--- src/rtl/v6523_pkg.sv ---
// Shared types and constants for the V6523 bus-cycle sequencer.
// Register selects at or above RS_NULL_MIN decode to no device register.
package v6523_pkg;

  localparam logic [2:0] RS_PRA      = 3'd0;
  localparam logic [2:0] RS_PRB      = 3'd1;
  localparam logic [2:0] RS_PRC      = 3'd2;
  localparam logic [2:0] RS_DDRA     = 3'd3;
  localparam logic [2:0] RS_DDRB     = 3'd4;
  localparam logic [2:0] RS_DDRC     = 3'd5;
  localparam logic [2:0] RS_NULL_MIN = 3'd6;

  typedef enum logic [1:0] {
    IDLE   = 2'd0,
    SETUP  = 2'd1,
    STROBE = 2'd2,
    HOLD   = 2'd3
  } seq_state_t;

  function automatic logic is_null_rs(input logic [2:0] rs);
    return (rs >= RS_NULL_MIN);
  endfunction

endpackage

--- src/rtl/v6523_rr_arb2.sv ---
// Two-input round-robin arbiter; last_r remembers the most recent winner (1 after reset).
module v6523_rr_arb2 (
  input  logic       clk,
  input  logic       reset,
  input  logic [1:0] valid,
  input  logic       grant_en,
  output logic [1:0] grant
);

  logic last_r;

  // Grant decode: on a tie the requester that did not win last time goes first
  always_comb begin
    grant = 2'b00;
    if (grant_en) begin
      case (valid)
        2'b01:   grant = 2'b01;
        2'b10:   grant = 2'b10;
        2'b11:   grant = last_r ? 2'b01 : 2'b10;
        default: grant = 2'b00;
      endcase
    end else begin
      grant = 2'b00;
    end
  end

  // Winner pointer, moved only when a grant is issued
  always_ff @(posedge clk or posedge reset) begin
    if (reset) begin
      last_r <= 1'b1;
    end else if (|grant) begin
      last_r <= grant[1];
    end else begin
      last_r <= last_r;
    end
  end

endmodule

--- src/rtl/v6523_bus_seq.sv ---
// Two-port request arbiter and 6523 bus-cycle sequencer (SETUP, STROBE x N, HOLD).
// Bus pins are registered from the next-state decode so they line up with the state they belong to.
module v6523_bus_seq
  import v6523_pkg::*;
#(
  parameter int STROBE_CYCLES = 2
) (
  input  logic       clk,
  input  logic       reset,
  input  logic       req0_valid,
  input  logic       req0_rw,
  input  logic [2:0] req0_rs,
  input  logic [7:0] req0_wdata,
  output logic       req0_ack,
  output logic       req0_done,
  output logic [7:0] req0_rdata,
  input  logic       req1_valid,
  input  logic       req1_rw,
  input  logic [2:0] req1_rs,
  input  logic [7:0] req1_wdata,
  output logic       req1_ack,
  output logic       req1_done,
  output logic [7:0] req1_rdata,
  output logic       bus_cs_n,
  output logic       bus_r_w,
  output logic [2:0] bus_rs,
  output logic [7:0] bus_data_out,
  output logic       bus_data_oe,
  input  logic [7:0] bus_data_in
);

  seq_state_t state_r, state_next_s;
  logic [1:0] grant_s;
  logic [3:0] cnt_r;
  logic       rw_r, null_r, win_r;
  logic [1:0] done_r;
  logic [7:0] rdata0_r, rdata1_r;
  logic       sel_rw_s, sel_null_s;
  logic [2:0] sel_rs_s;
  logic [7:0] sel_wdata_s;
  logic       cs_n_s, r_w_s, oe_s;
  logic [2:0] rs_s;
  logic [7:0] dout_s;
  logic       bus_cs_n_r, bus_r_w_r, bus_data_oe_r;
  logic [2:0] bus_rs_r;
  logic [7:0] bus_data_out_r;
  logic       last_strobe_s;

  v6523_rr_arb2 u_arb (
    .clk      (clk),
    .reset    (reset),
    .valid    ({req1_valid, req0_valid}),
    .grant_en (state_r == IDLE),
    .grant    (grant_s)
  );

  // Ack is the arbiter grant itself so fields are captured in the very cycle the requester sees ack
  assign req0_ack      = grant_s[0];
  assign req1_ack      = grant_s[1];
  assign sel_rw_s      = grant_s[1] ? req1_rw    : req0_rw;
  assign sel_rs_s      = grant_s[1] ? req1_rs    : req0_rs;
  assign sel_wdata_s   = grant_s[1] ? req1_wdata : req0_wdata;
  assign sel_null_s    = is_null_rs(sel_rs_s);
  assign last_strobe_s = (cnt_r <= 4'd1);

  // Next state and next bus-pin values
  always_comb begin
    state_next_s = state_r;
    cs_n_s       = 1'b1;
    r_w_s        = bus_r_w_r;
    rs_s         = bus_rs_r;
    dout_s       = bus_data_out_r;
    oe_s         = bus_data_oe_r;
    case (state_r)
      IDLE: begin
        oe_s  = 1'b0;
        r_w_s = 1'b1;
        if (|grant_s) begin
          if (sel_null_s) begin
            state_next_s = HOLD;
          end else begin
            state_next_s = SETUP;
            r_w_s        = sel_rw_s;
            rs_s         = sel_rs_s;
            oe_s         = ~sel_rw_s;
            dout_s       = sel_rw_s ? bus_data_out_r : sel_wdata_s;
          end
        end else begin
          state_next_s = IDLE;
        end
      end
      SETUP: begin
        state_next_s = STROBE;
        cs_n_s       = 1'b0;
      end
      STROBE: begin
        if (last_strobe_s) begin
          state_next_s = HOLD;
        end else begin
          state_next_s = STROBE;
          cs_n_s       = 1'b0;
        end
      end
      HOLD: begin
        state_next_s = IDLE;
        oe_s         = 1'b0;
        r_w_s        = 1'b1;
      end
      default: begin
        state_next_s = IDLE;
        oe_s         = 1'b0;
        r_w_s        = 1'b1;
      end
    endcase
  end

  // State and bus pin registers; reset releases the device bus immediately
  always_ff @(posedge clk or posedge reset) begin
    if (reset) begin
      state_r        <= IDLE;
      bus_cs_n_r     <= 1'b1;
      bus_r_w_r      <= 1'b1;
      bus_rs_r       <= 3'd0;
      bus_data_out_r <= 8'd0;
      bus_data_oe_r  <= 1'b0;
    end else begin
      state_r        <= state_next_s;
      bus_cs_n_r     <= cs_n_s;
      bus_r_w_r      <= r_w_s;
      bus_rs_r       <= rs_s;
      bus_data_out_r <= dout_s;
      bus_data_oe_r  <= oe_s;
    end
  end

  // Request capture, strobe counter, done pulse and read-data return
  always_ff @(posedge clk or posedge reset) begin
    if (reset) begin
      rw_r     <= 1'b1;
      null_r   <= 1'b0;
      win_r    <= 1'b0;
      cnt_r    <= 4'd0;
      done_r   <= 2'b00;
      rdata0_r <= 8'd0;
      rdata1_r <= 8'd0;
    end else begin
      if (|grant_s) begin
        rw_r   <= sel_rw_s;
        null_r <= sel_null_s;
        win_r  <= grant_s[1];
      end
      if (state_r == SETUP) begin
        cnt_r <= 4'(STROBE_CYCLES);
      end else if (state_r == STROBE) begin
        cnt_r <= cnt_r - 4'd1;
      end
      done_r <= (state_r == HOLD) ? {win_r, ~win_r} : 2'b00;
      if ((state_r == STROBE) && last_strobe_s && rw_r) begin
        if (win_r) rdata1_r <= bus_data_in;
        else       rdata0_r <= bus_data_in;
      end else if ((state_r == HOLD) && null_r && rw_r) begin
        if (win_r) rdata1_r <= 8'hFF;
        else       rdata0_r <= 8'hFF;
      end
    end
  end

  assign req0_done    = done_r[0];
  assign req1_done    = done_r[1];
  assign req0_rdata   = rdata0_r;
  assign req1_rdata   = rdata1_r;
  assign bus_cs_n     = bus_cs_n_r;
  assign bus_r_w      = bus_r_w_r;
  assign bus_rs       = bus_rs_r;
  assign bus_data_out = bus_data_out_r;
  assign bus_data_oe  = bus_data_oe_r;

endmodule
--- config.mk ---
export PLATFORM = sky130hd
export DESIGN_NAME = v6523_bus_seq
export DESIGN_NICKNAME = d
export VERILOG_FILES = /design/src/rtl/v6523_pkg.sv /design/src/rtl/v6523_rr_arb2.sv /design/src/rtl/v6523_bus_seq.sv
export SDC_FILE = /design/constraint.sdc
export NUM_CORES = 1
export LEC_CHECK = 0
export ABC_AREA = 1
export BUFFER_PORTS_ARGS = -buffer_cell sky130_fd_sc_hd__buf_2
export CAP_MARGIN = 20
export CORE_MARGIN = 2
export CORE_UTILIZATION = 48
export DETAILED_ROUTE_END_ITERATION = 10
export HOLD_SLACK_MARGIN = 0.03
export MAX_ROUTING_LAYER = met4
export PLACE_DENSITY = 0.74
export SYNTH_ARGS = -nofsm -noshare
export SYNTH_HDL_FRONTEND = slang
export SYNTH_SLANG_ARGS = --single-unit
--- constraint.sdc ---
create_clock -name clk -period 3.8 [get_ports clk]
set_clock_uncertainty 0.15 [all_clocks]
set_input_delay 0.76 -clock clk [delete_from_list [all_inputs] [get_ports clk]]
set_output_delay 0.76 -clock clk [all_outputs]
set_load 0.02 [all_outputs]
==> results.tsv, run 1 <==
metric	value	unit
status	finished, final reports clean	
WHS Path Cells	2	
Final Hold Fails	0	
Max transition margin	41.37	%
fin. max-slew vios	0	
CP max FO	15	
post_cts resized	0	
layout cells sized above 1	29.72	%
largest net degree at the start of global routing	25	
Final GP Congestion	0.7678	
post-synth top area cell	dfrtp_1	
Synth cell types	27	
CTS Hold Bufs	0	
Crit path required time	2890	ps
DIE WIDTH	69.66	um
io pins	70	
synthesized flop and latch total	42	
Nets	364	
synthesized area	0.002069	mm2
final setup violation count	0	
die area	0.004853	mm2
Total GRT Usage	19.85	%
Core Footprint	0.004086	mm2
Critical Path Source Type	flop	
CTS buffer count	5	
first-pass GRT wire length	7.548	mm
number of fill cells	377	
register area	0.001056	mm2
CTS tree	done	
Yosys top cell area share	45.95	%
max-cap viol count	0	
DRC	0	
Synth area leaders	dfrtp_1, nand2_1, nand3_1, dfstp_2, inv_1	
HP Class	flop to flop	
largest family of logic cells by synthesized area	simple AND/OR/NAND/NOR gates	
dpl hpwl	3.306	mm
CTS clk-pin slew, worst paths	80	ps
clock root buffer	clkbuf_8	
compound-gate portion of the synthesized area	5.562	%
post-synthesis mux area share	0	%
Ys Warns	0	
vias in the first global route	1610	
Max clock buf depth	2	
grt ovf	0	
highest clock rate	374.3	MHz
hold-critical path endpoint	bus_r_w	
WL/cell	11.75	um
Clock H-tree levels	2	
flop2flop setup slack	1230	ps
Worst Path Arrival	1760	ps
Initial Util	50.64	%
non-filler instance count after layout	373	
antenna violations before repair	0	
pwr dens	843.7	mW/mm2
Hold Startpoint	bus_r_w	
reg2reg path depth	11	
worst slack at placement	1100	ps
critical path class	flop to output port	
drt first pass iters	4	
Final ANT Viol Nets	0	
clk_lat worst skew	300	ps
Synth Area per Inst	8.180	um2
Rows	23	
most frequent cells in the layout	nand2_1, buf_2, dfrtp_1	
actual slew at the worst max-slew pin	878.5	ps
syn_nets	295	
Die H	69.66	um
r2r endpoint	bus_data_out[0]	
via count	1855	
Mapped Cells	253	
final worst slack	1128	ps
Final min period	2672	ps
postcts setup bufs	0	
routed wire length	4.384	mm
final worst-path cycle share	70.30	%
adder-cell area share of the yosys netlist	3.628	%
Peak VDD IR	0.3528	mV
CTS sink cnt	42	
Area Growth Syn to Fin	22.97	%
xor/xnor share of the synthesized area	0	%
Leakage	1.433	nW
reg2reg start	state_r[0]	
unrepaired setup endpoints after global routing	false	
PortBufs	69	
number of antenna diodes	0	
endpoint class of the critical path	output port	
Vias/cell	4.973	
initial drt markers	145	
most common cell after layout, fill and taps aside	nand2_1	
simple-gate share of the synthesized area	31.80	%
dpl cells	365	
multi-input logic area	848.3	um2
Seq/Total Area, Yosys	51.03	%
TNS Setup	0	ps
## report_power, final
group          internal (mW)  switching (mW)  leakage, nW
combinational          0.315           0.671        0.893
clock                  0.195           0.164       0.0504
sequential             0.669           0.133        0.490
## flip-flops by register name, summed over array words and instances (netlist names), 2 cells and up
register and flops:
bus_data_out 8, cnt_r 4, state_r 2, done_r 2
req0_rdata 8, bus_rs 3, req1_rdata 8
## cell families (layout without fill, tap and decap cells)
logic type      Yosys count  after routing
simple gates            150            150
compound gates           18             18
buf+inv                  37            107
fa+ha+maj                 6              6
flops                    42             42
## cells in the mapped netlist (all sizes together)
cell,number
nand2,103
dfrtp,38
nand3,30
inv,27
nand4,9
nor2,8
o21ai,8
buf,6
ha,6
a21oi,4
dfstp,4
o22ai,3
clkbuf,2
clkinv,2
a211oi,1
a31oi,1
o21a,1
## layer usage
layer  vias to the layer above  global-route usage, %  share of wire (%)
met3                         7                  4.651                7.7
met2                        76                  28.74                 43
met4                         0                  6.410                1.4
met5                         -                      -                  0
met1                       830                  27.74                 48
li1                        942                      -                  -
## worst max-delay path: stages, from the launching register on
cell and delay [ps]:
dfrtp_1 410, inv_1 80, ha_1 260, nand2_1 90, inv_2 90, nand2_2 160, inv_2 180, buf_2 190
## layout make-up
class,instances,share of cell area [%]
Sequential cell,42,41.49
Inverter,29,4.376
Timing Repair Buffer,70,13.86
Tap cell,50,2.458
Clock buffer,5,2.704
Clock inverter,3,1.770
Multi-Input combinational cell,174,33.33
## worst max path at each step
stage	start	to	slack, ps	depth (start not counted)
CTS	state_r[0]	req1_ack	1100	7
finish	state_r[0]	req1_ack	1130	7
global route	state_r[0]	bus_data_out[5]	960	11
detailed placement	req0_valid	bus_data_out[3]	1100	9
global placement	req0_valid	bus_data_out[3]	1200	9
floorplan	req1_valid	req0_ack	1560	1
## stage by stage
stage,hold WS [ps],util (%),power [mW],area [um2]
final,317.0,62.28,2.147,2545
after global routing,347.4,62.28,2.327,2545
after detailed placement,303.7,59.49,1.805,2431
after global placement,301.0,59.49,1.780,2431
after floorplan,314.1,-,1.524,2069
after CTS,322.8,62.28,2.167,2545
Power figures use the tool's default switching activity.
==> run 2, diff against run 1 <==
Settings changed: CORE_UTILIZATION 48 to 45, PLACE_DENSITY 0.74 to 0.73.
Clock period 3.8 ns to 2.3 ns, I/O delays scaled along.
==> results.tsv, run 2 (synthesized netlist as in run 1, its figures left out) <==
metric	value	unit	change
CP Cell Sequence	inv_1 > ha_1 > buf_4 > inv_1 > a211oi_1 > buf_2		was inv_1 > ha_1 > nand2_1 > inv_2 > nand2_2 > inv_2 > buf_2
CTS clk-pin slew, worst paths	80	ps	about the same
grt ovf	0		unchanged
final setup violation count	0		unchanged
Initial Util	47.20	%	was 50.64%
WL/cell	11.54	um	was 11.75 um
highest clock rate	466.1	MHz	
Max transition margin	65.41	%	was 41.37%
Worst Path Arrival	1540	ps	was 1760 ps
endpoint class of the critical path	output port		unchanged
pwr dens	1385	mW/mm2	was 843.7 mW/mm2
Area Growth Syn to Fin	24.30	%	was 22.97%
clk_lat worst skew	290	ps	was 300 ps
antenna violations before repair	0		unchanged
drt first pass iters	4		unchanged
Critical Path Source Type	flop		unchanged
unrepaired setup endpoints after global routing	false		unchanged
final worst-path cycle share	93.29	%	
Crit path required time	1690	ps	was 2890 ps
CTS buffer count	5		unchanged
Worst path most repeated cell	inv_1		was inv_2
Worst path depth	6		was 7
Final Hold Fails	0		unchanged
actual slew at the worst max-slew pin	518.9	ps	was 878.5 ps
CP max FO	4		was 15
most frequent cells in the layout	nand2_1, buf_2, dfrtp_1		unchanged
multi-input logic area	853.3	um2	was 848.3 um2
die area	0.005157	mm2	was 0.004853 mm2
Final ANT Viol Nets	0		unchanged
number of antenna diodes	0		unchanged
fin. max-slew vios	0		unchanged
Rows	24		was 23
Core Footprint	0.004384	mm2	was 0.004086 mm2
met2 global-route usage	30.45	%	was 28.74%
Leakage	1.458	nW	was 1.433 nW
reg2reg path depth	9		was 11
dpl cells	370		was 365
Vias/cell	4.854		was 4.973
CTS sink cnt	42		unchanged
most common cell after layout, fill and taps aside	nand2_1		unchanged
CP max stage cell	dfrtp_1		unchanged
clock root buffer	clkbuf_8		unchanged
Die H	71.82	um	was 69.66 um
Max clock buf depth	2		unchanged
met3 Use GR	3.657	%	was 4.651%
via count	1835		was 1855
postcts setup bufs	0		unchanged
TNS Setup	0	ps	unchanged
DP Area	0.002456	mm2	was 0.002431 mm2
Final GP Congestion	0.7694		was 0.7678
number of fill cells	405		was 377
Final Cell Area	0.002572	mm2	was 0.002545 mm2
layout cells sized above 1	30.37	%	was 29.72%
largest net degree at the start of global routing	43		was 25
critical path class	flop to output port		unchanged
Tot Pwr	3.562	mW	was 2.147 mW
Critical path buffers and inverters	4		unchanged
initial drt markers	99		was 145
final core occ	58.68	%	was 62.28%
PortBufs	69		unchanged
Final min period	2146	ps	
routed wire length	4.362	mm	was 4.384 mm
max-cap viol count	0		unchanged
Peak VDD IR	0.6716	mV	was 0.3528 mV
io pins	70		unchanged
vias in the first global route	1732		was 1610
CP top delay family	buffers and inverters		unchanged
worst slack at placement	227.4	ps	was 1100 ps
CTS tree	done		unchanged
DIE WIDTH	71.82	um	was 69.66 um
non-filler instance count after layout	378		was 373
grt peak-use layer	met2		unchanged
status	finished, final reports clean		unchanged
Nets	367		was 364
Hold Slack	126.0	ps	was 317.0 ps
worst stage delay on the critical path	410	ps	about the same
Total GRT Usage	19.08	%	was 19.85%
dpl hpwl	3.324	mm	was 3.306 mm
Clock H-tree levels	2		unchanged
GR Util met1	24.27	%	was 27.74%
register area	0.001056	mm2	unchanged
DRC	0		unchanged
HP Class	input pin to asynchronous set/reset pin		was flop to flop
final worst slack	154.4	ps	was 1128 ps
first-pass GRT wire length	7.534	mm	was 7.548 mm
[run 2: worst register-to-register path, cell delays in order, from the launching register on]
cell and delay, ps:
dfrtp_1 410, inv_1 90, ha_1 180, nand2_2 70, nor2_4 210, nand2_4 100
a21oi_4 450, nand2_4 160, nand2_1 90, nand2_1 50
[run 2: metal layers]
layer	part of all wire (%)	wire, um
met5	0	0
met4	1.4	61
met3	7.3	318
met2	45	1949
met1	47	2032
[run 2: power breakdown]
part | leakage, nW | total [mW] | internal (mW) | switching [mW]
Clock | 0.0579 | 0.568 | 0.319 | 0.249
Combinational | 0.910 | 1.67 | 0.549 | 1.12
Sequential | 0.490 | 1.33 | 1.11 | 0.221
[run 2: what timing repair did]
action / 4_1_cts / 5_1_grt
resized for setup: 0 / 2
hold buffers: 0 / 0
setup endpoints to repair: 0 / 6
[run 2: final timing paths]
check	from	endpoint	slack, ps
hold / removal	reset	req0_rdata[5]	130
max in group asynchronous	reset	bus_r_w	1490
min in group clk	bus_r_w	bus_r_w	320
setup / recovery	state_r[0]	req0_ack	150
setup reg to reg	state_r[0]	req1_rdata[5]	230
hold reg to reg	bus_r_w	bus_r_w	320
[run 2: cell type report]
type	count	area share (%)
Clock buffer	5	2.675
Clock inverter	3	1.556
Inverter	29	4.426
Multi-Input combinational cell	174	33.17
Sequential cell	42	41.05
Tap cell	52	2.529
Timing Repair Buffer	73	14.59
==> run 3, diff against run 2 <==
Settings changed: MAX_ROUTING_LAYER met4 to default.
==> results.tsv, run 3 (synthesized netlist as in run 1, its figures left out) <==
metric	value	unit	change
fin. max-slew vios	0		unchanged
reg2reg start	state_r[0]		unchanged
Hold Slack	127.0	ps	was 126.0 ps
Peak VDD IR	0.6717	mV	was 0.6716 mV
max-cap viol count	0		unchanged
Area Growth Syn to Fin	24.30	%	unchanged
Crit path required time	1690	ps	about the same
dpl hpwl	3.324	mm	unchanged
Nets	367		unchanged
Total GRT Usage	18.52	%	was 19.08%
DRC	0		unchanged
multi-input logic area	853.3	um2	unchanged
register area	0.001056	mm2	unchanged
flop2flop setup slack	230	ps	about the same
CTS Hold Bufs	0		unchanged
vias in the first global route	1731		was 1732
TNS Setup	0	ps	unchanged
Max transition margin	65.11	%	was 65.41%
Clock H-tree levels	2		unchanged
number of fill cells	405		unchanged
critical path startpoint	state_r[0]		unchanged
Vias/cell	4.870		was 4.854
critical path class	flop to output port		unchanged
Rows	24		unchanged
Worst Path Arrival	1540	ps	about the same
first-pass GRT wire length	7.541	mm	was 7.534 mm
Final min period	2145	ps	was 2146 ps
Sw Share	44.56	%	was 44.57%
Critical Path Source Type	flop		unchanged
status	finished, final reports clean		unchanged
DP Area	0.002456	mm2	unchanged
largest net degree at the start of global routing	43		unchanged
endpoint class of the critical path	output port		unchanged
antenna violations before repair	0		unchanged
CTS tree	done		unchanged
final worst-path cycle share	93.27	%	was 93.29%
Die H	71.82	um	unchanged
number of antenna diodes	0		unchanged
internal power	1.974	mW	about the same
combinational power share	46.8	%	about the same
Max clock buf depth	2		unchanged
PortBufs	69		unchanged
Leakage	1.458	nW	unchanged
CTS buffer count	5		unchanged
unrepaired setup endpoints after global routing	false		unchanged
initial drt markers	94		was 99
DIE WIDTH	71.82	um	unchanged
most frequent cells in the layout	nand2_1, buf_2, dfrtp_1		unchanged
Tot Pwr	3.561	mW	was 3.562 mW
r2r endpoint	req1_rdata[5]		unchanged
Final Hold Fails	0		unchanged
grt ovf	0		unchanged
part of the power in registers	37.3	%	was 37.2%
layout cells sized above 1	30.37	%	unchanged
most common cell after layout, fill and taps aside	nand2_1		unchanged
WL/cell	11.54	um	about the same
CP max FO	15		was 4
crit path to	req1_ack		was req0_ack
clk_lat worst skew	290	ps	about the same
highest clock rate	466.1	MHz	about the same
CTS clk-pin slew, worst paths	80	ps	about the same
Final GP Congestion	0.7595		was 0.7694
Final ANT Viol Nets	0		unchanged
Final Cell Area	0.002572	mm2	unchanged
routed wire length	4.361	mm	was 4.362 mm
clock root buffer	clkbuf_8		unchanged
pwr dens	1384	mW/mm2	was 1385 mW/mm2
HP Class	input pin to asynchronous set/reset pin		unchanged
via count	1841		was 1835
die area	0.005157	mm2	unchanged
CTS sink cnt	42		unchanged
clock share of power	15.9	%	about the same
drt first pass iters	4		unchanged
actual slew at the worst max-slew pin	523.4	ps	was 518.9 ps
switching pwr	1.587	mW	was 1.588 mW
Core Footprint	0.004384	mm2	unchanged
io pins	70		unchanged
final setup violation count	0		unchanged
Initial Util	47.20	%	unchanged
reg2reg path depth	9		unchanged
-- run 3: cell counts in the layout (fill, tap and decap cells not counted) --
Identical to the previous run, type by type.
-- run 3: critical path: stages, from the launching register on --
cell and delay, ps:
dfrtp_1 410, inv_1 90, ha_1 180, nand2_1 70, inv_2 90, nand2_4 120, inv_4 120, buf_2 170
-- run 3: repair_timing --
action	CTS	global route
setup endpoints to repair	0	6
gates resized for setup	0	2
setup buffers	0	0
-- run 3: cell type report --
cell class,count,share of cell area [%]
Multi-Input combinational cell,174,33.17
Tap cell,52,2.529
Sequential cell,42,41.05
Clock inverter,3,1.556
Clock buffer,5,2.675
Timing Repair Buffer,73,14.59
Inverter,29,4.426
-- run 3: power groups by stage --
| stage | clock [mW] | combinational (mW) | sequential (mW) |
|---|---|---|---|
| global placement | 0 | 1.64 | 1.33 |
| floorplan | 0 | 0.925 | 1.59 |
| finish | 0.567 | 1.67 | 1.33 |
| detailed placement | 0 | 1.68 | 1.34 |
| CTS | 0.574 | 1.68 | 1.33 |
| global route | 0.606 | 1.89 | 1.37 |
-- run 3: metrics by stage --
step	util, %	instances	setup WS [ps]
2_1_floorplan	-	253	411.4
3_3_place_gp	56.02	370	260.7
3_5_place_dp	56.02	370	227.4
4_1_cts	58.50	378	26.53
5_1_grt	58.68	378	12.73
6_report	58.68	378	154.7
-- run 3: worst min-delay path by stage --
stage,start,cells after the start,to
finish,reset,3,req0_rdata[5]
global route,reset,3,req0_rdata[5]
CTS,reset,3,req0_rdata[5]
detailed placement,req0_rdata[1],2,req0_rdata[1]
global placement,req1_rdata[2],2,req1_rdata[2]
floorplan,null_r,1,null_r
-- run 3: routing by layer --
layer  wire (um)  global-route usage [%]  vias to the layer above
met2        1945                   30.45                       69
met3         338                   3.938                        6
met5           0                       0                        -
li1            -                       -                      948
met4          63                   6.918                        0
met1        2014                   24.09                      818
